## config.mk

```make
export PLATFORM = sky130hd
export DESIGN_NAME = memory_access
export DESIGN_NICKNAME = d
export VERILOG_FILES = /design/src/rtl/memory_access.sv
export SDC_FILE = /design/constraint.sdc
export NUM_CORES = 1
export LEC_CHECK = 0
export CAP_MARGIN = 0
export CORE_MARGIN = 4
export CORE_UTILIZATION = 30
export CTS_BUF_LIST = sky130_fd_sc_hd__clkbuf_8
export CTS_CLUSTER_DIAMETER = 50
export DETAILED_ROUTE_END_ITERATION = 7
export DONT_BUFFER_PORTS = 1
export SYNTH_ARGS = -nofsm -noshare
export SYNTH_HDL_FRONTEND = slang
export SYNTH_SLANG_ARGS = --single-unit
```

## constraint.sdc

```tcl
create_clock -name clk_i -period 5.5 [get_ports clk_i]
set_input_delay 1.1 -clock clk_i [delete_from_list [all_inputs] [get_ports clk_i]]
set_output_delay 1.1 -clock clk_i [all_outputs]
set_load 0.02 [all_outputs]
```

## src/rtl/memory_access.sv

```systemverilog
// Pipeline memory stage: issues one data-bus transaction per load/store and hands
// results, misalignment faults or bus timeouts to writeback as single-cycle pulses.
module memory_access #(
    parameter int unsigned TIMEOUT_CYCLES = 16
) (
    input  logic        clk_i,
    input  logic        reset_i,
    input  logic        valid_i,
    input  logic [31:0] alu_result_i,
    input  logic [31:0] store_data_i,
    input  logic [2:0]  funct3_i,
    input  logic        mem_read_i,
    input  logic        mem_write_i,
    input  logic [31:0] pcsrc_i,
    input  logic [31:0] offset_i,
    input  logic [1:0]  mem_to_reg_i,
    input  logic [4:0]  rd_i,
    input  logic        reg_write_i,
    output logic        stall_o,
    output logic        dmem_req_o,
    output logic        dmem_we_o,
    output logic [31:0] dmem_addr_o,
    output logic [31:0] dmem_wdata_o,
    output logic [3:0]  dmem_be_o,
    input  logic [31:0] dmem_rdata_i,
    input  logic        dmem_ack_i,
    output logic        wb_valid_o,
    output logic [31:0] data_read_o,
    output logic [31:0] alu_result_o,
    output logic [31:0] pcsrc_o,
    output logic [31:0] offset_o,
    output logic [1:0]  mem_to_reg_o,
    output logic [4:0]  rd_o,
    output logic        reg_write_o,
    output logic        misaligned_o,
    output logic        bus_err_o
);

    localparam int unsigned CNT_W = (TIMEOUT_CYCLES > 1) ? $clog2(TIMEOUT_CYCLES) : 1;
    localparam logic [CNT_W-1:0] CNT_LAST = CNT_W'(TIMEOUT_CYCLES - 1);

    typedef enum logic [0:0] {
        IDLE = 1'b0,
        BUSY = 1'b1
    } state_e;

    state_e           state_q, state_d;
    logic [CNT_W-1:0] cnt_q, cnt_d;

    logic        req_q, req_d;
    logic        we_q, we_d;
    logic [31:0] addr_q, addr_d;
    logic [31:0] wdata_q, wdata_d;
    logic [3:0]  be_q, be_d;
    logic [2:0]  funct3_q, funct3_d;
    logic [1:0]  boff_q, boff_d;

    logic [31:0] p_alu_q, p_alu_d;
    logic [31:0] p_pcsrc_q, p_pcsrc_d;
    logic [31:0] p_offset_q, p_offset_d;
    logic [1:0]  p_m2r_q, p_m2r_d;
    logic [4:0]  p_rd_q, p_rd_d;
    logic        p_rw_q, p_rw_d;

    logic        wb_valid_q, wb_valid_d;
    logic [31:0] data_q, data_d;
    logic [31:0] alu_o_q, alu_o_d;
    logic [31:0] pcsrc_o_q, pcsrc_o_d;
    logic [31:0] offset_o_q, offset_o_d;
    logic [1:0]  m2r_o_q, m2r_o_d;
    logic [4:0]  rd_o_q, rd_o_d;
    logic        rw_o_q, rw_o_d;
    logic        mis_q, mis_d;
    logic        berr_q, berr_d;

    logic        legal;
    logic [3:0]  st_be;
    logic [31:0] st_wdata;
    logic [31:0] lane;
    logic [31:0] load_data;

    // Width/alignment legality and store lane steering, decoded from the incoming instruction.
    always_comb begin
        legal = 1'b0;
        case (funct3_i)
            3'b000, 3'b100: legal = 1'b1;
            3'b001, 3'b101: legal = ~alu_result_i[0];
            3'b010:         legal = (alu_result_i[1:0] == 2'b00);
            default:        legal = 1'b0;
        endcase

        st_be    = 4'b1111;
        st_wdata = store_data_i;
        case (funct3_i[1:0])
            2'b00: begin
                st_be    = 4'b0001 << alu_result_i[1:0];
                st_wdata = {4{store_data_i[7:0]}};
            end
            2'b01: begin
                st_be    = 4'b0011 << {alu_result_i[1], 1'b0};
                st_wdata = {2{store_data_i[15:0]}};
            end
            default: begin
                st_be    = 4'b1111;
                st_wdata = store_data_i;
            end
        endcase
    end

    // Load data is shifted down to the addressed lane, then sign/zero extended.
    always_comb begin
        lane = dmem_rdata_i >> {boff_q, 3'b000};
        case (funct3_q)
            3'b000:  load_data = {{24{lane[7]}}, lane[7:0]};
            3'b001:  load_data = {{16{lane[15]}}, lane[15:0]};
            3'b100:  load_data = {24'b0, lane[7:0]};
            3'b101:  load_data = {16'b0, lane[15:0]};
            default: load_data = lane;
        endcase
    end

    always_comb begin
        state_d    = state_q;
        cnt_d      = cnt_q;
        req_d      = req_q;
        we_d       = we_q;
        addr_d     = addr_q;
        wdata_d    = wdata_q;
        be_d       = be_q;
        funct3_d   = funct3_q;
        boff_d     = boff_q;
        p_alu_d    = p_alu_q;
        p_pcsrc_d  = p_pcsrc_q;
        p_offset_d = p_offset_q;
        p_m2r_d    = p_m2r_q;
        p_rd_d     = p_rd_q;
        p_rw_d     = p_rw_q;
        wb_valid_d = 1'b0;
        mis_d      = 1'b0;
        berr_d     = 1'b0;
        data_d     = data_q;
        alu_o_d    = alu_o_q;
        pcsrc_o_d  = pcsrc_o_q;
        offset_o_d = offset_o_q;
        m2r_o_d    = m2r_o_q;
        rd_o_d     = rd_o_q;
        rw_o_d     = rw_o_q;

        case (state_q)
            IDLE: begin
                if (valid_i) begin
                    if ((mem_read_i || mem_write_i) && legal) begin
                        state_d    = BUSY;
                        cnt_d      = '0;
                        req_d      = 1'b1;
                        we_d       = mem_write_i;
                        addr_d     = {alu_result_i[31:2], 2'b00};
                        wdata_d    = mem_write_i ? st_wdata : 32'h0;
                        be_d       = mem_write_i ? st_be : 4'b1111;
                        funct3_d   = funct3_i;
                        boff_d     = alu_result_i[1:0];
                        p_alu_d    = alu_result_i;
                        p_pcsrc_d  = pcsrc_i;
                        p_offset_d = offset_i;
                        p_m2r_d    = mem_to_reg_i;
                        p_rd_d     = rd_i;
                        p_rw_d     = reg_write_i;
                    end else begin
                        // Plain ALU ops and illegal accesses both retire one cycle later.
                        wb_valid_d = 1'b1;
                        mis_d      = mem_read_i || mem_write_i;
                        data_d     = 32'h0;
                        alu_o_d    = alu_result_i;
                        pcsrc_o_d  = pcsrc_i;
                        offset_o_d = offset_i;
                        m2r_o_d    = mem_to_reg_i;
                        rd_o_d     = rd_i;
                        rw_o_d     = reg_write_i && !(mem_read_i || mem_write_i);
                    end
                end
            end
            BUSY: begin
                if (dmem_ack_i || (cnt_q == CNT_LAST)) begin
                    state_d    = IDLE;
                    req_d      = 1'b0;
                    wb_valid_d = 1'b1;
                    berr_d     = !dmem_ack_i;
                    data_d     = (dmem_ack_i && !we_q) ? load_data : 32'h0;
                    alu_o_d    = p_alu_q;
                    pcsrc_o_d  = p_pcsrc_q;
                    offset_o_d = p_offset_q;
                    m2r_o_d    = p_m2r_q;
                    rd_o_d     = p_rd_q;
                    rw_o_d     = p_rw_q && dmem_ack_i;
                end else begin
                    cnt_d = cnt_q + 1'b1;
                end
            end
            default: state_d = IDLE;
        endcase
    end

    always_ff @(posedge clk_i or negedge reset_i) begin
        if (!reset_i) begin
            state_q    <= IDLE;
            cnt_q      <= '0;
            req_q      <= 1'b0;
            we_q       <= 1'b0;
            addr_q     <= 32'h0;
            wdata_q    <= 32'h0;
            be_q       <= 4'h0;
            funct3_q   <= 3'h0;
            boff_q     <= 2'h0;
            p_alu_q    <= 32'h0;
            p_pcsrc_q  <= 32'h0;
            p_offset_q <= 32'h0;
            p_m2r_q    <= 2'h0;
            p_rd_q     <= 5'h0;
            p_rw_q     <= 1'b0;
            wb_valid_q <= 1'b0;
            data_q     <= 32'h0;
            alu_o_q    <= 32'h0;
            pcsrc_o_q  <= 32'h0;
            offset_o_q <= 32'h0;
            m2r_o_q    <= 2'h0;
            rd_o_q     <= 5'h0;
            rw_o_q     <= 1'b0;
            mis_q      <= 1'b0;
            berr_q     <= 1'b0;
        end else begin
            state_q    <= state_d;
            cnt_q      <= cnt_d;
            req_q      <= req_d;
            we_q       <= we_d;
            addr_q     <= addr_d;
            wdata_q    <= wdata_d;
            be_q       <= be_d;
            funct3_q   <= funct3_d;
            boff_q     <= boff_d;
            p_alu_q    <= p_alu_d;
            p_pcsrc_q  <= p_pcsrc_d;
            p_offset_q <= p_offset_d;
            p_m2r_q    <= p_m2r_d;
            p_rd_q     <= p_rd_d;
            p_rw_q     <= p_rw_d;
            wb_valid_q <= wb_valid_d;
            data_q     <= data_d;
            alu_o_q    <= alu_o_d;
            pcsrc_o_q  <= pcsrc_o_d;
            offset_o_q <= offset_o_d;
            m2r_o_q    <= m2r_o_d;
            rd_o_q     <= rd_o_d;
            rw_o_q     <= rw_o_d;
            mis_q      <= mis_d;
            berr_q     <= berr_d;
        end
    end

    assign stall_o      = (state_q == BUSY);
    assign dmem_req_o   = req_q;
    assign dmem_we_o    = we_q;
    assign dmem_addr_o  = addr_q;
    assign dmem_wdata_o = wdata_q;
    assign dmem_be_o    = be_q;
    assign wb_valid_o   = wb_valid_q;
    assign data_read_o  = data_q;
    assign alu_result_o = alu_o_q;
    assign pcsrc_o      = pcsrc_o_q;
    assign offset_o     = offset_o_q;
    assign mem_to_reg_o = m2r_o_q;
    assign rd_o         = rd_o_q;
    assign reg_write_o  = rw_o_q;
    assign misaligned_o = mis_q;
    assign bus_err_o    = berr_q;

endmodule

```

[Yosys cells after proc, flatten, opt, wreduce, memory -nomap -nowiden]
Cells that the tools add are included.
Cells by class
  bitwise logic cells: 2
  multiply operators: 0
  shift operators: 3
  add/sub/neg operators: 1
  mux-type cells: 56
  divide/modulo/power cells: 0
  reduce and logical (&&, ||, !) cells: 19
  order comparisons: 0
  eq/ne operators: 14
Operators with widths (number)
  $mux W32: 14
  $pmux W32 S2: 5
  $pmux W32 S4: 1
  $shr A32 B5 Y32: 1
  $mux W1: 17
  $mux W4: 4
  $pmux W4 S2: 2
  $mux W5: 3
  $eq A3 B3 Y1 const B: 4
  $reduce_and A3 Y1: 4
  $pmux W5 S2: 1
  $ne A2 B2 Y1 const B: 4
  $pmux W1 S2: 4
  $eq A3 B1 Y1 const B: 2
  $logic_not A3 Y1: 2
  $mux W2: 3
  $add A4 B1 Y4 const B: 1
  $eq A4 B4 Y1 const B: 1
  $logic_and A1 B1 Y1: 4
  $logic_not A2 Y1: 2
  $pmux W2 S2: 1
  $reduce_or A2 Y1: 2
  $shl A1 B2 Y4 const A: 1
  $shl A2 B2 Y4 const A: 1
  7 further kinds: 11
Storage, ports and cells
  memories: 0
  word-level logic and storage cells: 120
  memory bits (read-only): 0
  output and inout bits: 210
  bits in latches: 0
  memory bits (writable): 0
  register bits: 321

[Logic depth before layout (Yosys ltp)]
Gate-level depths: netlist (run 1).
  depth in word-level cells: 7
  mapped depth: 7
  gate-level depth less buffers: 5

[Least setup slack after synthesis (run 1)]
No wires, ideal clock.
  path kind: input to register
  start point: in funct3_i[1]
  end point: reg m2r_o_q[0] (netlist: mem_to_reg_o[0])
  cell stages on the path: 7
  arrival: 2491 ps
  slack: 2884 ps
  library setup time: 125 ps
  path buffers: 3
  required time: 5375 ps
  path through: buf_2 -> a21oi_1 -> nor2_1 -> o311ai_2 -> buf_6 -> buf_6 -> mux2_2
Between the ends
  cells in the longest elaborated chain, start to end: 6
  elaborated cells on any way between the ends: 11
  classes of those cells: eq/ne: 5; mux: 1; reduce/logical: 5
RTL lines
  start, declared: RTL line 11  | input logic [2:0] funct3_i,
  $eq A3 B1 Y1, or another cell as far along: RTL line 85  | case (funct3_i)
  $reduce_or A2 Y1: RTL line 85
  $pmux W1 S3 *: RTL line 85
  $logic_and A1 B1 Y1 *: RTL line 152  | if ((mem_read_i || mem_write_i) && legal) begin
  $ne A2 B2 Y1 (no line) *
  $reduce_and A3 Y1 (no line) *
  end signal, assigned: RTL line 251  | m2r_o_q <= m2r_o_d;
  end, declared: RTL line 70  | logic [1:0] m2r_o_q, m2r_o_d;
Mark *: on every way between the ends. The rest lies on a longest branch, timed or not.
A chain may end at the register's enable or synchronous reset.

[Worst setup path after layout (run 1)]
  start point: reg state_q (netlist: stall_o)
  end point: out stall_o
RTL lines
  start, declared: RTL line 47  | state_e state_q, state_d;
  start signal, assigned: RTL line 231  | state_q <= state_d;
  end, declared: RTL line 19  | output logic stall_o,
No word-level cell between the ends.

==> summary.md, run 1 <==
| Metric | Value |
|---|---|
| Crit Path Class | reg -> out |
| N_diodes | 0 |
| CTS Buffer Depth | 3 |
| Via/cell ratio | 4.95 |
| Clock sink count | 289 |
| Max_cap viols | 0 |
| Die Width | 216 µm |
| Worst rel slew slack | 0.314 |
| Drt initial violations | 457 |
| Crit end category | output port |
| Setup bufs post-CTS | 0 |
| Syn Area/Cell | 13.5 µm² |
| Number of global-route vias before repair | 8280 |
| Initial antenna violation count | 0 |
| Outcome | finished, final reports clean |
| Port Buffers | 0 |
| Distinct cell type count after synthesis | 43 |
| Max rail drop VDD | 0.000228 V |
| Delay-heaviest family, CP | flip-flops |
| HPWL Detailed | 21.8 mm |
| Leading cell types in the layout, fill and taps excluded | 306 x mux2_2, 288 x dfrtp_1, 87 x nand2_1, 65 x clkbuf_8, 47 x mux2i_1 |
| Top_reg_cell synth | dfrtp_1 |
| Total number of vias | 7813 |
| Slew at the pin with the worst max-slew slack | 1.03 ns |
| CTS Hold Bufs | 0 |
| Total Nets Final | 1137 |
| Final Skew | 0.0129 ns |
| Setup-failing EPs final | 0 |
| CP required | 4.40 ns |
| Clk_lat worst skew | 0.60 ns |
| Post-route DRC | 0 |
| Starting density of the core | 0.303 |
| Most common cell after layout, fill and taps aside | mux2_2 |
| DRT Pass-1 Iters | 5 |
| Post-DRT Antenna Nets | 0 |
| Critical path fanouts, max | 66 |
| Root Buffer | clkbuf_8 |
| Asr flop ratio synth | 1.00 |
| Slew Viols, Final | 0 |
| CP Buf/Inv Count | 1 |
| Wirelength per Cell | 20.6 µm |
| PD cells | 460 nW/µm² |
| Number of synthesized flops with an enable pin | 0 |
| Yosys reg bits | 289 |
| Worst path max stage delay | 1.08 ns |
| TritonCTS buffer count | 53 |
| Grt total ovfl | 0 |
| Period minus WS final | 3.54 ns |
| Worst hold path class | in -> async |
| Worst-path clk slew | 0.06 ns |
| TritonCTS clock tree | yes |
| Post-CTS sizing | 0 |
| Gpl congestion | 0.830 |
| Largest net degree at the start of global routing | 290 |
| P&R area growth vs syn | 11.7% |
| YS warnings | 0 |
| Ports | 387 |
| Core Area | 43000 µm² |
| CP cell instances | buf_4 |
| Critical path's slowest cell | dfrtp_4 |
| Site Rows | 76 |
| CP Launch Type | flip-flop |
| Tot Pwr | 6.70 mW |
| Synthesized instance count | 963 |
| RSZ-0062 raised after global routing | false |
| Die Y | 216 µm |
| Final period util | 0.643 |
| Total track usage | 0.136 |
| Sequential area share after synthesis | 0.555 |
| Leakage power | 6.29 nW |
| CP arrival | 2.44 ns |
| Post-Route WL | 32.5 mm |
| First-pass GRT wire length | 50.6 mm |
| Post-Syn Area | 13000 µm² |
| Htree depth | 2 |
| Final hold violation count | 0 |
| Setup TNS Final | 0 ns |
| Die outline area | 46800 µm² |
| Fmax | 0.283 GHz |
| Share of cells above drive strength 1 | 0.397 |
## report_power, final
part / internal [mW] / switching [mW] / total (mW)
clock: 1.15 / 0.885 / 2.04
sequential: 2.68 / 0.970 / 3.65
combinational: 0.624 / 0.385 / 1.01
## per-stage QoR
| step | setup slack, ns | cell area, µm² | std cells | hold slack [ns] | utilization |
|---|---|---|---|---|---|
| 2_1_floorplan | 2.88 | 13000 | 964 | 0.474 | - |
| 5_1_grt | 1.73 | 14600 | 1578 | 0.118 | 0.339 |
| 3_3_place_gp | 2.21 | 13500 | 1489 | 0.480 | 0.314 |
| 3_5_place_dp | 2.19 | 13500 | 1489 | 0.488 | 0.314 |
| 6_report | 1.96 | 14600 | 1578 | 0.197 | 0.339 |
| 4_1_cts | 1.78 | 14600 | 1578 | 0.121 | 0.339 |
## cells by family (layout without fill, tap and decap cells)
logic type / after synthesis / after routing / share of synthesized area
muxes: 363 / 363 / 0.310
and+or+nand+nor: 129 / 129 / 0.0426
AOI/OAI and AO/OA: 106 / 106 / 0.0591
xor gates and xnor gates: 2 / 2 / 0.00134
other: 1 / 2 / 0.000288
buffers and inverters: 72 / 101 / 0.0309
DFF: 289 / 289 / 0.555
adders and majority gates: 1 / 1 / 0.000960
## layout make-up
type | instances | area, µm²
Sequential cell | 289 | 7240
Timing Repair Buffer | 6 | 82.6
Multi-Input combinational cell | 603 | 5430
Clock inverter | 24 | 161
Inverter | 6 | 22.5
Tap cell | 585 | 732
Fill cell | 4271 | 28400
Clock buffer | 65 | 895
## routing by layer
metal | global-route usage | up-vias | part of all wire
met4 | 0.0565 | 0 | 0.032
met1 | 0.150 | 3960 | 0.36
li1 | - | 3457 | -
met3 | 0.0698 | 64 | 0.12
met2 | 0.221 | 332 | 0.48
met5 | 0 | - | 0
## worst paths after layout
path                       slack [ns]                 startpoint  depth (start not counted)                     endpoint
max in group asynchronous        4.95                    reset_i                          0            stall_o$_DFF_PN0_
min                              0.20                    reset_i                          0  data_read_o[16]$_DFFE_PN0P_
min reg2reg                      0.50  p_pcsrc_q[29]$_DFFE_PN0P_                          1    p_pcsrc_q[29]$_DFFE_PN0P_
min in group clk_i               0.50  p_pcsrc_q[29]$_DFFE_PN0P_                          1    p_pcsrc_q[29]$_DFFE_PN0P_
max                              1.96          stall_o$_DFF_PN0_                          1                      stall_o
max reg2reg                      2.50          stall_o$_DFF_PN0_                          5  alu_result_o[4]$_DFFE_PN0P_
## synth_stat cells (2+ instances only)
cell       number  area (µm²)
nand2_1        87         327
dfrtp_1       289        7230
mux2i_1        47         470
nor2_1         16        60.1
a21oi_1        11        55.1
a211o_1         7        61.3
o2bb2ai_1      14         123
nor3_1          2        10.0
nand2b_1        2        12.5
a221o_1         9        90.1
inv_1           5        18.8
buf_4           6        45.0
nor2b_1         4        25.0
mux2_2        306        3450
buf_6          11         124
a32o_1          7        70.1
o31ai_1        16         120
nand3_1         8        40.0
and3b_1         2        17.5
clkbuf_1       24        90.1
mux2_1          9         101
buf_2          22         110
o21ai_0        35         175
or2_2           2        12.5
and2_1          2        12.5
buf_1           3        11.3
## registers in the layout, summed over array words and instances, names as in the netlist, 3 cells and up
name	count
alu_result_o	32
data_read_o	32
dmem_wdata_o	32
offset_o	32
p_offset_q	32
p_pcsrc_q	32
pcsrc_o	32
p_alu_q	30
p_rd_q	5
rd_o	5
cnt_q	4
dmem_be_o	4
funct3_q	3
Note: power is estimated with default switching activity, not from simulation.
==> inputs of run 2 (changes only) <==
==> constraint.sdc (replaced) <==
create_clock -name clk_i -period 3.39 [get_ports clk_i]
set_input_delay 0.678 -clock clk_i [delete_from_list [all_inputs] [get_ports clk_i]]
set_output_delay 0.678 -clock clk_i [all_outputs]
set_load 0.02 [all_outputs]
==> summary.md, run 2 (synthesized netlist as in run 1, its figures left out) <==
| Metric | Value |
|---|---|
| Outcome | finished with violations |
| Failing checks | hold timing |
| Final hold violation count | 289 |
| Starting density of the core | 0.303 |
| Setup-failing EPs final | 0 |
| Htree depth | 2 |
| First-pass GRT wire length | 50.5 mm |
| Share of cells above drive strength 1 | 0.397 |
| Place WS | 0.788 ns |
| CP required | 2.71 ns |
| Fmax | 0.421 GHz |
| Site Rows | 76 |
| CP arrival | 1.70 ns |
| Grt total ovfl | 0 |
| Die Y | 216 µm |
| Final period util | 0.700 |
| Setup TNS Final | 0 ns |
| Max rail drop VDD | 0.000405 V |
| Critical path fanouts, max | 53 |
| CTS Buffer Depth | 3 |
| Total Nets Final | 1139 |
| PD cells | 746 nW/µm² |
| Worst hold margin | -0.226 ns |
| Worst-path clk slew | 0.06 ns |
| Filler cell count | 4254 |
| Clock sink count | 289 |
| TritonCTS clock tree | yes |
| RSZ-0062 raised after global routing | false |
| Slew Viols, Final | 0 |
| Core Area | 43000 µm² |
| Initial antenna violation count | 0 |
| Die outline area | 46800 µm² |
| R2R Setup Slk | 1.08 ns |
| Wirelength per Cell | 20.6 µm |
| Worst rel slew slack | 0.231 |
| Port Buffers | 0 |
| Post-Route WL | 32.6 mm |
| Clk_lat worst skew | 0.60 ns |
| Max_cap viols | 0 |
| Worst hold path class | in -> async |
| Most common cell after layout, fill and taps aside | mux2_2 |
| Crit Path Class | reg -> out |
| N_diodes | 0 |
| Total track usage | 0.135 |
| Via/cell ratio | 4.95 |
| Delay-heaviest family, CP | buffers and inverters |
| Leading cell types in the layout, fill and taps excluded | 306 x mux2_2, 288 x dfrtp_1, 87 x nand2_1, 64 x clkbuf_8, 47 x mux2i_1 |
| CP Buf/Inv Count | 1 |
| DRT Pass-1 Iters | 5 |
| CP cell instances | buf_4 |
| Total number of vias | 7840 |
| Largest net degree at the start of global routing | 290 |
| Critical path's slowest cell | buf_4 |
| Slew at the pin with the worst max-slew slack | 1.15 ns |
| Die Width | 216 µm |
| Root Buffer | clkbuf_8 |
| Final WS setup | 1.02 ns |
| Final Skew | 0.0172 ns |
| Setup bufs post-CTS | 0 |
| Ports | 387 |
| Worst path max stage delay | 0.61 ns |
| Crit end category | output port |
| Post-route DRC | 0 |
| Post-CTS sizing | 0 |
| P&R area growth vs syn | 11.8% |
| Number of global-route vias before repair | 8301 |
| Post-DRT Antenna Nets | 0 |
| Drt initial violations | 591 |
| CP Launch Type | flip-flop |
| Leakage power | 6.32 nW |
| HPWL Detailed | 21.8 mm |
| TritonCTS buffer count | 52 |
| Period minus WS final | 2.37 ns |
| Gpl congestion | 0.829 |
==> run 2: area by class of cell <==
class                           count  area, µm²  share of cell area
Sequential cell                   289       7240               0.496
Timing Repair Buffer                9        105             0.00721
Clock inverter                     29        175              0.0120
Inverter                            6       22.5             0.00155
Multi-Input combinational cell    603       5430               0.372
Clock buffer                       64        881              0.0604
Tap cell                          585        732              0.0502
==> run 2: final timing paths <==
check                                               start                          end  cells past startpoint
min in group clk_i                            mem_write_i  dmem_wdata_o[4]$_DFFE_PN0P_                      2
max in group asynchronous                         reset_i            stall_o$_DFF_PN0_                      0
worst max register to register      dmem_we_o$_DFFE_PN0P_  data_read_o[28]$_DFFE_PN0P_                      5
worst max-delay path                    stall_o$_DFF_PN0_                      stall_o                      1
worst min register to register  p_pcsrc_q[10]$_DFFE_PN0P_    p_pcsrc_q[10]$_DFFE_PN0P_                      1
worst min-delay path                              reset_i       p_m2r_q[1]$_DFFE_PN0P_                      0
==> run 2: metrics by stage <==
stage	power (mW)	std cells	cell area, µm²	util
global placement	7.58	1492	13500	0.315
finish	10.9	1585	14600	0.339
detailed placement	7.69	1492	13500	0.315
CTS	11.1	1585	14600	0.339
global route	11.5	1585	14600	0.339
floorplan	7.16	964	13000	-
==> run 2: report_power, final <==
part | switching, mW | leakage (nW) | internal [mW]
clock network | 1.44 | 0.621 | 1.85
registers | 1.53 | 3.53 | 4.35
logic | 0.683 | 2.17 | 1.02
total | 3.65 | 6.32 | 7.22
==> run 2: layer usage <==
metal,wire (µm),share of wire,up-vias,global-route usage
li1,-,-,3463,-
met1,11800,0.36,3960,0.149
met2,15500,0.47,340,0.219
met3,4100,0.13,77,0.0740
met4,1270,0.039,0,0.0548
met5,0,0,-,0
